==> src/rtl/delay_scale_pkg.sv <==
// Shared constants, types and the output saturation helper for the delay-and-scale path.
package delay_scale_pkg;

  localparam int unsigned SAMPLE_W   = 16;
  localparam int unsigned DELAY_W    = 8;
  localparam int unsigned DEPTH      = 2 ** DELAY_W;
  localparam int unsigned SCALE_W    = 5;
  localparam int unsigned SCALE_FRAC = 3;
  localparam int unsigned MAG_W      = SCALE_W - 1;
  // One spare bit over the raw product so negating the most negative value cannot wrap.
  localparam int unsigned ACC_W      = SAMPLE_W + MAG_W + 2;

  typedef logic signed [SAMPLE_W-1:0] sample_t;
  typedef logic [DELAY_W-1:0]         addr_t;
  typedef logic signed [ACC_W-1:0]    acc_t;

  localparam acc_t SAT_MAX = acc_t'((2 ** (SAMPLE_W - 1)) - 1);
  localparam acc_t SAT_MIN = acc_t'(-(2 ** (SAMPLE_W - 1)));

  function automatic sample_t saturate(acc_t v);
    if (v > SAT_MAX) begin
      return sample_t'(SAT_MAX[SAMPLE_W-1:0]);
    end else if (v < SAT_MIN) begin
      return sample_t'(SAT_MIN[SAMPLE_W-1:0]);
    end
    return sample_t'(v[SAMPLE_W-1:0]);
  endfunction

endpackage

==> src/rtl/delay_and_scale_ram.sv <==
// Simple dual-port sample buffer: one write port, one registered read port, no storage reset.
module delay_ram
  import delay_scale_pkg::*;
(
  input  logic                clk,
  input  logic                wr_en,
  input  logic [DELAY_W-1:0]  wr_addr,
  input  logic [SAMPLE_W-1:0] wr_data,
  input  logic                rd_en,
  input  logic [DELAY_W-1:0]  rd_addr,
  output logic [SAMPLE_W-1:0] rd_data
);

  logic [SAMPLE_W-1:0] mem [DEPTH];

  always_ff @(posedge clk) begin
    if (wr_en) begin
      mem[wr_addr] <= wr_data;
    end
    if (rd_en) begin
      rd_data <= mem[rd_addr];
    end
  end

endmodule

==> src/rtl/delay_and_scale.sv <==
// Per-sample delay line followed by a sign-magnitude Q1.3 gain with saturation.
module delay_and_scale
  import delay_scale_pkg::*;
(
  input  logic                       clk_in,
  input  logic                       reset_in,
  input  logic                       ready_in,
  input  logic [DELAY_W-1:0]         delay_in,
  input  logic [SCALE_W-1:0]         scale_in,
  input  logic signed [SAMPLE_W-1:0] signal_in,
  output logic signed [SAMPLE_W-1:0] signal_out,
  output logic                       done_out
);

  addr_t   wptr_q, wptr_d;
  addr_t   fill_q, fill_d;
  addr_t   rd_addr;

  logic    s1_valid_q;
  logic    s1_zero_q;
  logic    s1_bypass_q;
  sample_t s1_bypass_data_q;
  logic    s1_sign_q;
  logic [MAG_W-1:0] s1_mag_q;

  logic [SAMPLE_W-1:0] rd_data;
  sample_t delayed;
  acc_t    product;
  acc_t    scaled;
  sample_t result;

  // Read and write share the same edge; addresses only collide at delay 0, which is bypassed.
  assign rd_addr = wptr_q - delay_in;

  delay_ram u_ram (
    .clk     (clk_in),
    .wr_en   (ready_in),
    .wr_addr (wptr_q),
    .wr_data (signal_in),
    .rd_en   (ready_in),
    .rd_addr (rd_addr),
    .rd_data (rd_data)
  );

  always_comb begin
    wptr_d = wptr_q;
    fill_d = fill_q;
    if (ready_in) begin
      wptr_d = wptr_q + 8'd1;
      if (fill_q != '1) begin
        fill_d = fill_q + 8'd1;
      end
    end
  end

  always_comb begin
    delayed = '0;
    if (!s1_zero_q) begin
      delayed = s1_bypass_q ? s1_bypass_data_q : sample_t'(rd_data);
    end
    product = acc_t'(delayed) * acc_t'($signed({1'b0, s1_mag_q}));
    scaled  = product >>> SCALE_FRAC;
    if (s1_sign_q) begin
      scaled = -scaled;
    end
    result = saturate(scaled);
  end

  always_ff @(posedge clk_in) begin
    if (!reset_in) begin
      wptr_q           <= '0;
      fill_q           <= '0;
      s1_valid_q       <= 1'b0;
      s1_zero_q        <= 1'b0;
      s1_bypass_q      <= 1'b0;
      s1_bypass_data_q <= '0;
      s1_sign_q        <= 1'b0;
      s1_mag_q         <= '0;
      signal_out       <= '0;
      done_out         <= 1'b0;
    end else begin
      wptr_q     <= wptr_d;
      fill_q     <= fill_d;
      s1_valid_q <= ready_in;
      if (ready_in) begin
        s1_zero_q        <= fill_q < delay_in;
        s1_bypass_q      <= delay_in == '0;
        s1_bypass_data_q <= signal_in;
        s1_sign_q        <= scale_in[SCALE_W-1];
        s1_mag_q         <= scale_in[MAG_W-1:0];
      end
      done_out <= s1_valid_q;
      if (s1_valid_q) begin
        signal_out <= result;
      end
    end
  end

endmodule

==> config.mk <==
export PLATFORM = sky130hd
export DESIGN_NAME = delay_and_scale
export DESIGN_NICKNAME = d
export VERILOG_FILES = /design/src/rtl/delay_scale_pkg.sv /design/src/rtl/delay_and_scale_ram.sv /design/src/rtl/delay_and_scale.sv
export SDC_FILE = /design/constraint.sdc
export NUM_CORES = 2
export LEC_CHECK = 0
export CORE_MARGIN = 2
export CORE_UTILIZATION = 63
export DETAILED_ROUTE_END_ITERATION = 8
export PLACE_DENSITY_LB_ADDON = 0.2
export SYNTH_ARGS = -nofsm -noshare
export SYNTH_HDL_FRONTEND = slang
export SYNTH_HIERARCHICAL = 1
export SYNTH_SLANG_ARGS = --single-unit
==> constraint.sdc <==
create_clock -name clk_in -period 6.62 [get_ports clk_in]
set_input_delay 0.993 -clock clk_in [delete_from_list [all_inputs] [get_ports clk_in]]
set_output_delay 0.993 -clock clk_in [all_outputs]
set_load 0.03 [all_outputs]
==> summary.md <==
| Metric | Value |
|---|---|
| Startpoint Class | `flop` |
| Pwr dens | `around 320 mW/mm^2` |
| P_sw | `approximately 15000 uW` |
| Initial antenna violation count | `27` |
| Commonest non-fill, non-tap cells in the layout | `4112 x edfxtp_1, 797 x mux4_2, 605 x mux2i_1` |
| Post-route DRC | `0` |
| Dpl cell area | `~0.17 mm^2` |
| Post-synthesis compound-gate area fraction | `under 10%` |
| Ys async rst share | `0%` |
| Overall Power | `~60000 uW` |
| Yosys warns | `6` |
| WL/cell | `~36 um` |
| Finished Core Util | `a little under three quarters` |
| Number of buffers created by CTS | `around 400` |
| Post-synth EDFFs | `a little over 4000` |
| Fin crit period | `6240 ps` |
| Clock skew | `51.3 ps` |
| Total setup buffers inserted after CTS | `0` |
| Sw frac | `approximately 25%` |
| Comb pwr share | `approximately 14%` |
| Max transition margin | `~3.5%` |
| Post-detail-place hpwl | `266 mm` |
| Total Routing Usage GR | `approximately 34%` |
| Placed Cells | `between 10000 and 15000` |
| DR iter-0 viols | `~14000` |
| Fmax | `about 0.16 GHz` |
| Post-synthesis xor/xnor area fraction | `0.218%` |
| Main combinational cell family by area after synthesis | `multiplexers` |
| Post-synth top area share | `around three quarters` |
| Crit path capture type | `flop` |
| CP Class | `reg -> reg` |
| Clk_lat worst skew | `approximately 950 ps` |
| Top Metal Used | `met5` |
| Leakage | `0.0597 uW` |
| Die area | `0.266 mm^2` |
| Final Slew Violations | `0` |
| Max Fanout on Critical Path | `16` |
| Arrival @ worst endpoint | `approximately 7000 ps` |
| Area Growth Syn to Fin | `11.9%` |
| RSZ-0062 raised after global routing | `false` |
| CP top delay family | `compound AO/OA/AOI/OAI gates` |
| Hold Path Sink | `u_ram/mem[186][8]$_DFFE_PP_` |
| Post-layout instance area | `0.185 mm^2` |
| CTS tree | `yes` |
| Reg-to-Reg End | `u_ram/rd_data[9]$_DFFE_PP_` |
| Seq pwr share | `roughly half` |
| Final ANT Viol Nets | `0` |
| Top cell type by total area after synthesis | `edfxtp_1` |
| Hold/Removal Path Class | `in -> reg` |
| First-pass GRT wire length | `631 mm` |
| Ranking of synthesized cells by area | `edfxtp_1 75%, mux4_2 11%, mux2i_1 3.7%` |
| Clock Power Share | `37.5%` |
| Row count | `187` |
| Worst path cell trace | `inv_1 -> ha_1 -> nor2b_1 -> o21ai_0 -> nand2b_1 -> a21o_1 -> a21o_1 -> a21o_1 -> a21oi_1 -> xnor2_2 -> nand2b_1 -> a221oi_1 -> o31ai_1 -> o32ai_1 -> nor4_1` |
| Routability cong. | `a little over 1` |
| Drt via density | `between 7 and 8` |
| DR WL met2 | `between 150 and 200 mm` |
| Outcome | `completed` |
| Vias in the first global route | `around 84000` |
| Detailed Route WL | `447 mm` |
| I/O pins | `49` |
| Post-synthesis simple-gate area fraction | `around 2.3%` |
| CTS root buf | `clkbuf_16` |
| H-tree levels | `5` |
| Tightest Pin Transition | `1430 ps` |
| Port-buffer cells | `48` |
| Adder-cell share of the synthesized area | `0.830%` |
| Pin count of the biggest net entering global routing | `between 200 and 250` |
| Library cells used by synthesis | `slightly below 80` |
| Flops & latches, synth | `between 4000 and 5000` |
| Reg2reg path depth | `15` |
| Die width | `~520 um` |
| Layout cell share with drive strength beyond 1 | `23.0%` |
| Initial Utilization | `roughly 63%` |
| Clock Tree Buf Depth | `4` |
| Reg2Reg Setup Slack | `380 ps` |
| PostCTS Resize Cnt | `0` |
| Max Cap Viol | `0` |
| CP required | `~7300 ps` |
| Post-synthesis mux area share | `between 10% and 20%` |
| CP most frequent cell | `a21o_1` |
| Synthesized area per cell | `20.4 um^2` |
| Final layout net count | `8660` |
| Worst path max stage delay | `1060 ps` |
| Most common cell after layout, fill and taps aside | `edfxtp_1` |
| Final hold violation count | `0` |
| Crit path max-delay cell type | `a221oi_1` |
| Mapped Cells | `about 8100` |
| Internal power | `44800 uW` |
| Clock sinks | `between 4000 and 5000` |
| Metal-1 WL | `roughly 170 mm` |
| # setup viols final | `0` |
| Hold Crit Start | `signal_in[8]` |
| CTS Hold Bufs | `0` |
| Hold Path Cell Cnt | `1` |
| First-pass DRT Iterations | `8` |
| Core box area | `between 0.2 and 0.3 mm^2` |
| Total congestion overflow | `0` |
| Total number of vias | `between 80000 and 90000` |
| Max VDD drop | `280 uV` |
| Register area share after synthesis | `75.6%` |
| Fin crit share | `94.3%` |
| Top FF cell, synth | `edfxtp_1` |
| Worst path depth | `15` |
| Non-Filler Instances | `between 10000 and 15000` |
| WL met3 | `roughly 60 mm` |
| Area of the mapped netlist | `0.165 mm^2` |
| Syn nets | `roughly 8200` |
| Die Span Y | `516 um` |
| R2R Path Start | `wptr_q[0]$_SDFFE_PN0P_` |
| Reg clk slew, reported paths | `around 70 ps` |
| Worst path bufs/invs | `1` |
| Setup TNS | `0 ps` |
## cells in the mapped netlist, types with 37 or more instances
master,number
mux2i_1,605
o21ai_0,76
nand2_1,104
ha_1,55
dfxtp_1,57
clkbuf_1,253
nor2_1,341
buf_2,78
and2_1,63
a21oi_1,210
nor3_1,94
mux4_2,797
inv_1,91
buf_6,79
nand3_1,45
o22ai_1,148
edfxtp_1,4112
a22oi_1,43
mux2_2,88
o221ai_1,252
nand4_1,37
## power groups by stage
stage / clock network (uW) / logic [uW] / registers, uW
global placement: 0 / 7870 / 29700
finish: 22400 / 8190 / 29100
global route: 23600 / 8420 / 29100
floorplan: 0 / 4790 / 29700
detailed placement: 0 / 7940 / 29700
CTS: 22600 / 7990 / 29100
## metal layers
metal / up-vias / track usage [%]
li1: 34700 / -
met1: 45300 / 49.7
met2: 6139 / 48.9
met3: 983 / 9.23
met4: 18 / 13.7
met5: - / 0
## cells by family (layout without fill, tap and decap cells)
family / Yosys count / in the layout
flops: 4169 / 4169
mux: 1490 / 1490
compound gates: 935 / 935
simple gates: 803 / 803
buf+inv: 574 / 1345
fa+ha+maj: 89 / 89
xor+xnor: 41 / 41
other cells: 0 / 15
## worst max path at each step
| stage | startpoint | to | slack (ps) |
|---|---|---|---|
| after floorplan | s1_bypass_q$_SDFFE_PN0P_ | signal_out[5]$_SDFFE_PN0P_ | 770 |
| after global placement | delay_in[1] | u_ram/rd_data[6]$_DFFE_PP_ | 30 |
| after detailed placement | delay_in[1] | u_ram/rd_data[9]$_DFFE_PP_ | -20 |
| after CTS | s1_zero_q$_SDFFE_PN0P_ | signal_out[1]$_SDFFE_PN0P_ | 440 |
| after global routing | s1_bypass_q$_SDFFE_PN0P_ | signal_out[1]$_SDFFE_PN0P_ | 100 |
| final | wptr_q[0]$_SDFFE_PN0P_ | u_ram/rd_data[9]$_DFFE_PP_ | 380 |
## layout make-up
class / count / area [um^2]
antenna: 15 / 37.5
clock buffer: 493 / 10500
clock inverter: 243 / 2300
fill: 15200 / 75400
inverter: 92 / 373
multi-input combinational: 3358 / 37400
sequential: 4169 / 125000
tap: 3496 / 4370
timing repair buffer: 517 / 4920
## registers in the layout, indices dropped and copies added, names as in the netlist
register and cells:
u_ram/mem 4096, s1_bypass_data_q 16, signal_out 16, u_ram/rd_data 16, fill_q 8, wptr_q 8, s1_mag_q 4, done_out 1
s1_bypass_q 1, s1_sign_q 1, s1_valid_q 1, s1_zero_q 1
## per-stage QoR
stage	hold slack (ps)	setup slack (ps)
3_3_place_gp	492	29.5
6_report	443	380
3_5_place_dp	505	-20.0
4_1_cts	398	441
2_1_floorplan	477	775
5_1_grt	444	103
Note: power is estimated with default switching activity, not from simulation.
